### config.mk
export PLATFORM = sky130hd
export DESIGN_NAME = result_tx_serializer_flat
export DESIGN_NICKNAME = d
export VERILOG_FILES = /design/src/rtl/result_tx_serializer_if.sv /design/src/rtl/result_tx_serializer.sv /design/src/flat_wrapper.sv
export SDC_FILE = /design/constraint.sdc
export NUM_CORES = 1
export LEC_CHECK = 0
export CORE_MARGIN = 2
export CORE_UTILIZATION = 53
export CTS_CLUSTER_SIZE = 40
export DETAILED_ROUTE_END_ITERATION = 7
export PLACE_DENSITY = 0.83
export REMOVE_ABC_BUFFERS = 1
export SYNTH_ARGS = -nofsm -noshare
export SYNTH_HDL_FRONTEND = slang
export SYNTH_SLANG_ARGS = --single-unit
### constraint.sdc
create_clock -name CLK -period 3.5 [get_ports CLK]
set_input_delay 0.7 -clock CLK [delete_from_list [all_inputs] [get_ports CLK]]
set_output_delay 0.7 -clock CLK [all_outputs]
set_load 0.01 [all_outputs]
### src/rtl/result_tx_serializer_if.sv
// Handshake bundle between controller/datapath, the result serializer and the TX UART.
// The slave modport is the serializer's view; master is the driving side.
interface result_tx_if #(
    parameter int NUM_BYTES = 2
);
    localparam int RES_W = 8 * NUM_BYTES;

    logic                    Result_valid_in;
    logic signed [RES_W-1:0] Result_in;
    logic                    Tx_busy_in;
    logic                    Tx_start_out;
    logic [7:0]              Tx_Byte_out;
    logic                    Busy_out;
    logic                    Done_out;

    modport slave (
        input  Result_valid_in,
        input  Result_in,
        input  Tx_busy_in,
        output Tx_start_out,
        output Tx_Byte_out,
        output Busy_out,
        output Done_out
    );

    modport master (
        output Result_valid_in,
        output Result_in,
        output Tx_busy_in,
        input  Tx_start_out,
        input  Tx_Byte_out,
        input  Busy_out,
        input  Done_out
    );
endinterface

### src/rtl/result_tx_serializer.sv
// Captures a signed result and feeds it to the TX UART one byte at a time, MSB first,
// waiting for the UART to accept and finish each byte before arming the next.
module result_tx_serializer #(
    parameter int NUM_BYTES = 2
) (
    input  logic        CLK,
    input  logic        RST,
    result_tx_if.slave  bus
);
    localparam int RES_W = 8 * NUM_BYTES;

    typedef enum logic [2:0] {IDLE, ARM, ACK, DRAIN, DONE} state_t;

    state_t                  state_q;
    logic signed [RES_W-1:0] shreg_q;
    logic [1:0]              cnt_q;
    logic                    start_q;
    logic [7:0]              byte_q;
    logic                    busy_q;
    logic                    done_q;

    always_ff @(posedge CLK or negedge RST) begin
        if (!RST) begin
            state_q <= IDLE;
            shreg_q <= '0;
            cnt_q   <= '0;
            start_q <= 1'b0;
            byte_q  <= '0;
            busy_q  <= 1'b0;
            done_q  <= 1'b0;
        end else begin
            // Start and done are single-cycle strobes unless a state re-asserts them.
            start_q <= 1'b0;
            done_q  <= 1'b0;
            case (state_q)
                IDLE: begin
                    if (bus.Result_valid_in) begin
                        shreg_q <= bus.Result_in;
                        cnt_q   <= 2'(NUM_BYTES - 1);
                        busy_q  <= 1'b1;
                        state_q <= ARM;
                    end
                end
                ARM: begin
                    if (!bus.Tx_busy_in) begin
                        byte_q  <= shreg_q[RES_W-1 -: 8];
                        start_q <= 1'b1;
                        state_q <= ACK;
                    end
                end
                ACK: begin
                    if (bus.Tx_busy_in) begin
                        state_q <= DRAIN;
                    end
                end
                DRAIN: begin
                    if (!bus.Tx_busy_in) begin
                        if (cnt_q != 2'd0) begin
                            shreg_q <= shreg_q << 8;
                            cnt_q   <= cnt_q - 2'd1;
                            state_q <= ARM;
                        end else begin
                            busy_q  <= 1'b0;
                            done_q  <= 1'b1;
                            state_q <= DONE;
                        end
                    end
                end
                DONE: begin
                    state_q <= IDLE;
                end
                default: begin
                    state_q <= IDLE;
                end
            endcase
        end
    end

    assign bus.Tx_start_out = start_q;
    assign bus.Tx_Byte_out  = byte_q;
    assign bus.Busy_out     = busy_q;
    assign bus.Done_out     = done_q;
endmodule

### src/flat_wrapper.sv
// flat-port wrapper written by rule: the top's interface ports become plain ports
module result_tx_serializer_flat 
#(
    parameter int NUM_BYTES = 2
)
  (CLK, RST, bus_Result_valid_in, bus_Result_in, bus_Tx_busy_in, bus_Tx_start_out, bus_Tx_Byte_out, bus_Busy_out, bus_Done_out);
  result_tx_if #(.NUM_BYTES(NUM_BYTES)) bus_i ();
  input  logic CLK;
  input  logic RST;
  input wire logic [$bits(bus_i.Result_valid_in)-1:0] bus_Result_valid_in;
  input wire logic [$bits(bus_i.Result_in)-1:0] bus_Result_in;
  input wire logic [$bits(bus_i.Tx_busy_in)-1:0] bus_Tx_busy_in;
  output wire logic [$bits(bus_i.Tx_start_out)-1:0] bus_Tx_start_out;
  output wire logic [$bits(bus_i.Tx_Byte_out)-1:0] bus_Tx_Byte_out;
  output wire logic [$bits(bus_i.Busy_out)-1:0] bus_Busy_out;
  output wire logic [$bits(bus_i.Done_out)-1:0] bus_Done_out;
  assign bus_i.Result_valid_in = bus_Result_valid_in;
  assign bus_i.Result_in = bus_Result_in;
  assign bus_i.Tx_busy_in = bus_Tx_busy_in;
  assign bus_Tx_start_out = bus_i.Tx_start_out;
  assign bus_Tx_Byte_out = bus_i.Tx_Byte_out;
  assign bus_Busy_out = bus_i.Busy_out;
  assign bus_Done_out = bus_i.Done_out;
  result_tx_serializer #(.NUM_BYTES(NUM_BYTES)) u_core (.CLK(CLK), .RST(RST), .bus(bus_i));
endmodule
# After elaboration in Yosys (flattened, before gate mapping)
# Cells that the tools add are included.
[word_totals]
reg_bits = 32
input_bits = 20
output_inout_bits = 11
elab_cells = 48
[classes]
n_addsub = 1
n_eq_ne = 9
mux = 23
bitwise_logic = 1
reduce_logical = 7
[ops]
columns = ["op", "count"]
rows = [
  ["16-bit two-way mux", 3],
  ["16-bit one-hot mux with 2 select lines", 1],
  ["3-bit two-way mux", 5],
  ["3-bit one-hot mux with 4 select lines", 1],
  ["4-bit AND reduction", 3],
  ["2-bit != test (second input constant)", 5],
  ["1-bit two-way mux", 8],
  ["3-bit by 2-bit == test with 1-bit output (second input constant)", 2],
  ["2-bit two-way mux", 3],
  ["2-bit one-hot mux with 2 select lines", 1],
  ["2-bit nonzero test", 2],
  ["3-bit by 1-bit == test with 1-bit output (second input constant)", 1],
  ["3-bit logical NOT", 1],
  ["2-bit by 1-bit != test with 1-bit output (second input constant)", 1],
  ["1-bit one-hot mux with 2 select lines", 1],
  ["2-bit AND reduction", 1],
  ["2-bit by 1-bit subtractor with 2-bit output (second input constant)", 1],
  ["1-bit NOT", 1],
]

# Longest topological paths before layout
[depth]
depth_word = 4
ltp_mapped = 6
mapped_depth_nobuf = 5

# Worst setup path after synthesis
# OpenSTA, ideal clock, no wires.
[synth_path]
path_kind = "input to register"
startpoint = "input port bus_Result_valid_in"
endpoint = "register u_core.cnt_q[1]"
setup_ns = 0.125
arrival_time_ns = 1.816
t_required_ns = 3.375
slack_ns = 1.559
path_stages = 4
path_buffers = 1
cell_sequence = "or3b_4 -> a21oi_4 -> buf_12 -> mux2_4"
[synth_between]
elab_chain_cells = 2
[synth_lines]
columns = ["element", "line_no", "source"]
rows = [
  ["start: declaration", "flat_wrapper.sv:10", "input wire logic [$bits(bus_i.Result_valid_in)-1:0] bus_Result_valid_in;"],
  ["2-bit != test (no source line)", "--", ""],
  ["4-bit AND reduction (no source line)", "--", ""],
  ["end signal: assignment", "result_tx_serializer.sv:39", "cnt_q <= 2'(NUM_BYTES - 1);"],
  ["end signal: assignment", "result_tx_serializer.sv:60", "cnt_q <= cnt_q - 2'd1;"],
  ["end: declaration", "result_tx_serializer.sv:16", "logic [1:0] cnt_q;"],
]
# Every way passes these cells.
# A chain may end at the register's enable or synchronous reset.

# Worst setup path after layout
[layout_path]
startpoint = "input port bus_Result_valid_in"
endpoint = "register u_core.shreg_q[8]"
[layout_between]
elab_chain_cells = 2
[layout_lines]
columns = ["element", "line_no", "source"]
rows = [
  ["2-bit != test (no source line)", "--", ""],
  ["4-bit AND reduction (no source line)", "--", ""],
  ["end signal: assignment", "result_tx_serializer.sv:38", "shreg_q <= bus.Result_in;"],
  ["end signal: assignment", "result_tx_serializer.sv:59", "shreg_q <= shreg_q << 8;"],
  ["end: declaration", "result_tx_serializer.sv:15", "logic signed [RES_W-1:0] shreg_q;"],
]
# Every way passes these cells.

==> impl_metrics.yaml <==
route:
  drc: 0
  drt_first_pass_iters: 4
  viasPerCell: 5.19
  avgRoutedWirePerCell_um: 15.3
  ant_nets: 0
  wl_um: 2700
  drt_iter0_markers: 19
  routed-via-count: 913
final_layout:
  post-route-cell-area_um2: 1840
  final.fill_count: 194
  syn2layout_area_growth_pct: 27.5
  antenna_cells: 0
  seqCellArea_um2: 801
  nets: 166
  multi_input_area_um2: 557
  drive_gt1_frac: 0.247
  finish.utilization: 0.728
timing:
  hold_viol: 0
  layout_worst_path_cycle_share: 0.669
  clock-skew-final_ns: 0.00819
  finalCriticalPeriod_ns: 2.34
  setup_viol: 0
  worst_slew_pin_slew_ns: 0.879
  relSlewSlack: 0.412
  grt_setup_unrepaired: "no"
  setup_tns_ns: 0
  fmax_mhz: 427
  setup_slack_ns: 1.16
  slew_viol_final: 0
clocking:
  clockRootBuffer: "clkbuf_4"
  cts.sinks: 32
  cts_resized: 0
  htree_levels: 2
  cts_tree: "built"
  cts_buffers: 5
  clock_path_buffers: 2
  hold_buffers: 0
  clock_latency_ns: 0.34
  cts_setup_buffers: 0
  clkTransAtPathRegs_ns: 0.10
setup_path:
  cpMaxStageDelayCell: "a21oi_4"
  cp-startpoint: "bus_Result_valid_in"
  endpoint_kind: "flop"
  rrSetupSlack_ns: 1.43
  cp-start-kind: "input pin"
  cp_max_fo: 18
  arrival_ns: 2.57
  r2r-start: "u_core.state_q[2]$_DFFE_PN0P_"
  worst-setup-path-type: "input pin to flop"
  critical_path.endpoint: "u_core.shreg_q[8]$_DFFE_PN0P_"
  r2r-end: "u_core.shreg_q[10]$_DFFE_PN0P_"
  max_stage_delay_ns: 0.57
  reg2reg_depth: 3
  cp_data_required_time_ns: 3.73
  crit_chain: "clkdlybuf4s50_1, or3b_4, a21oi_4, mux2_2"
power_and_ir_drop:
  swShare: 0.313
  p_switching_mw: 0.509
  p_seq_frac: 0.397
  p_int_mw: 1.12
  ir_drop_uv: 720
  p_per_area_nw_per_um2: 886
  pwr-share-clk: 0.194
  p_leak_nw: 0.810
  pwr-share-comb: 0.409
run_status:
  outcome: "complete, no violations"
yosys:
  synth_area_per_cell_um2: 12.9
  yosysWarnings: 0
  yosysSeqAreaShare: 0.556
  synthesis.area_um2: 1440
  synth.largest_area_cell: "dfrtp_1"
  syn_inst: 112
  synth.top_cell.area_share: 0.556
  synth_area_leaders: "dfrtp_1 (56%), mux2_2 (19%), mux2i_1 (6.3%), inv_1 (2.6%), nand2_1 (2.3%)"
  ys_types: 23
  ys_seq_elements: 32
hold_path:
  hold_class: "flop to flop"
  min-delay-start: "u_core.shreg_q[14]$_DFFE_PN0P_"
grt:
  grt_max_degree: 33
  grt_usage: 0.199
  grt_pass1_vias: 1029
  overflow: 0
  antenna_found_initial: 0
  grt_pass1_wl_um: 4620
placed_design:
  gp_congestion: 0.796
  port_buffers: 30
  hpwl_um: 1880
  dpl_cell_area_um2: 1740
  pre_cts_ws_ns: 0.800
die:
  die_x_um: 56.1
  die_h_um: 56.1
  die_area_um2: 3150
  row_count: 18
  core_um2: 2520
  ios: 31
  start_util: 0.571
flow_run:
  maxCapViolCount: 0
-- placed cells by master, fill, tap and decap left out --
| master | Yosys | layout |
|---|---|---|
| clkbuf_4 | 0 | 5 |
| xnor2_1 | 1 | 1 |
| dfrtp_1 | 32 | 32 |
| and2_1 | 1 | 1 |
| a21oi_1 | 1 | 1 |
| mux2_2 | 24 | 24 |
| clkbuf_8 | 0 | 2 |
| a31oi_1 | 1 | 1 |
| nand4bb_1 | 1 | 1 |
| mux2_4 | 1 | 1 |
| ha_1 | 1 | 1 |
| or3b_4 | 1 | 1 |
| nand2_1 | 9 | 9 |
| nand3b_1 | 1 | 1 |
| o21ai_0 | 3 | 3 |
| nand2b_1 | 2 | 2 |
| mux2i_1 | 9 | 9 |
| buf_4 | 0 | 1 |
| nor2b_1 | 2 | 2 |
| inv_1 | 10 | 10 |
| a21oi_4 | 1 | 1 |
| clkdlybuf4s50_1 | 0 | 30 |
| bufinv_16 | 0 | 1 |
| nor2_1 | 6 | 6 |
-- power by group through the flow --
stage	Clock (mW)	Sequential, mW	Combinational, mW
floorplan	0	0.653	0.419
global placement	0	0.643	0.639
detailed placement	0	0.653	0.672
CTS	0.320	0.646	0.676
global route	0.338	0.667	0.727
finish	0.316	0.646	0.664
-- through the flow --
step,hold WS [ns],std cells,power (mW)
floorplan,0.404,107,1.07
global placement,0.490,168,1.28
detailed placement,0.494,168,1.32
CTS,0.520,176,1.64
global route,0.536,176,1.73
finish,0.516,176,1.63
-- cell type report --
class,instances,area share
clock inverters,1,0.0164
repair buffers,31,0.168
multi-input cells,65,0.303
flip-flops and latches,32,0.436
well taps,30,0.0204
inverters,10,0.0204
clock buffers,7,0.0354
-- state kept, by name, summed over array words and instances, names as in the netlist --
signal                   count
u_core.bus.Tx_Byte_out       8
u_core.bus.Busy_out          1
u_core.state_q               3
u_core.bus.Tx_start_out      1
u_core.shreg_q              16
u_core.bus.Done_out          1
u_core.cnt_q                 2
-- how the worst min path moves through the flow --
stage | depth (start not counted) | to | slack [ns]
5_1_grt | 1 | u_core.bus.Tx_Byte_out[7]$_DFFE_PN0P_ | 0.54
6_report | 1 | u_core.shreg_q[14]$_DFFE_PN0P_ | 0.52
3_3_place_gp | 1 | u_core.shreg_q[10]$_DFFE_PN0P_ | 0.49
3_5_place_dp | 1 | u_core.bus.Tx_Byte_out[4]$_DFFE_PN0P_ | 0.49
4_1_cts | 1 | u_core.shreg_q[14]$_DFFE_PN0P_ | 0.52
2_1_floorplan | 0 | u_core.bus.Busy_out$_DFFE_PN0P_ | 0.40
-- cell families (layout without fill, tap and decap cells) --
logic type | Yosys count | count (layout) | synth area share
AOI/OAI and AO/OA | 6 | 6 | 0.0295
xor gates and xnor gates | 1 | 1 | 0.00608
adders and majority gates | 1 | 1 | 0.00869
buffers and inverters | 15 | 49 | 0.0573
DFF | 32 | 32 | 0.556
muxes | 34 | 34 | 0.261
and+or+nand+nor | 23 | 23 | 0.0817
-- synthesized netlist by cell type (all sizes together) --
cell,n
dfrtp,32
mux2,25
inv,10
mux2i,9
nand2,9
nor2,6
buf,4
o21ai,3
a21oi,2
nand2b,2
nor2b,2
a31oi,1
and2,1
clkbuf,1
ha,1
nand3b,1
nand4bb,1
or3b,1
xnor2,1
-- per-layer routing --
metal | global-route usage | vias up | part of all wire
li1 | - | 437 | -
met4 | 0.133 | 0 | 0.035
met2 | 0.306 | 31 | 0.48
met3 | 0.0558 | 11 | 0.045
met1 | 0.241 | 434 | 0.44
met5 | 0 | - | 0
-- worst max-delay path, delay by kind of cell --
| family | cells | cell delay, ns |
|---|---|---|
| buffers and inverters | 1 | 0.47 |
| and+or+nand+nor | 1 | 0.40 |
| AOI/OAI and AO/OA | 1 | 0.57 |
| muxes | 1 | 0.42 |
Note: power is estimated with default switching activity, not from simulation.
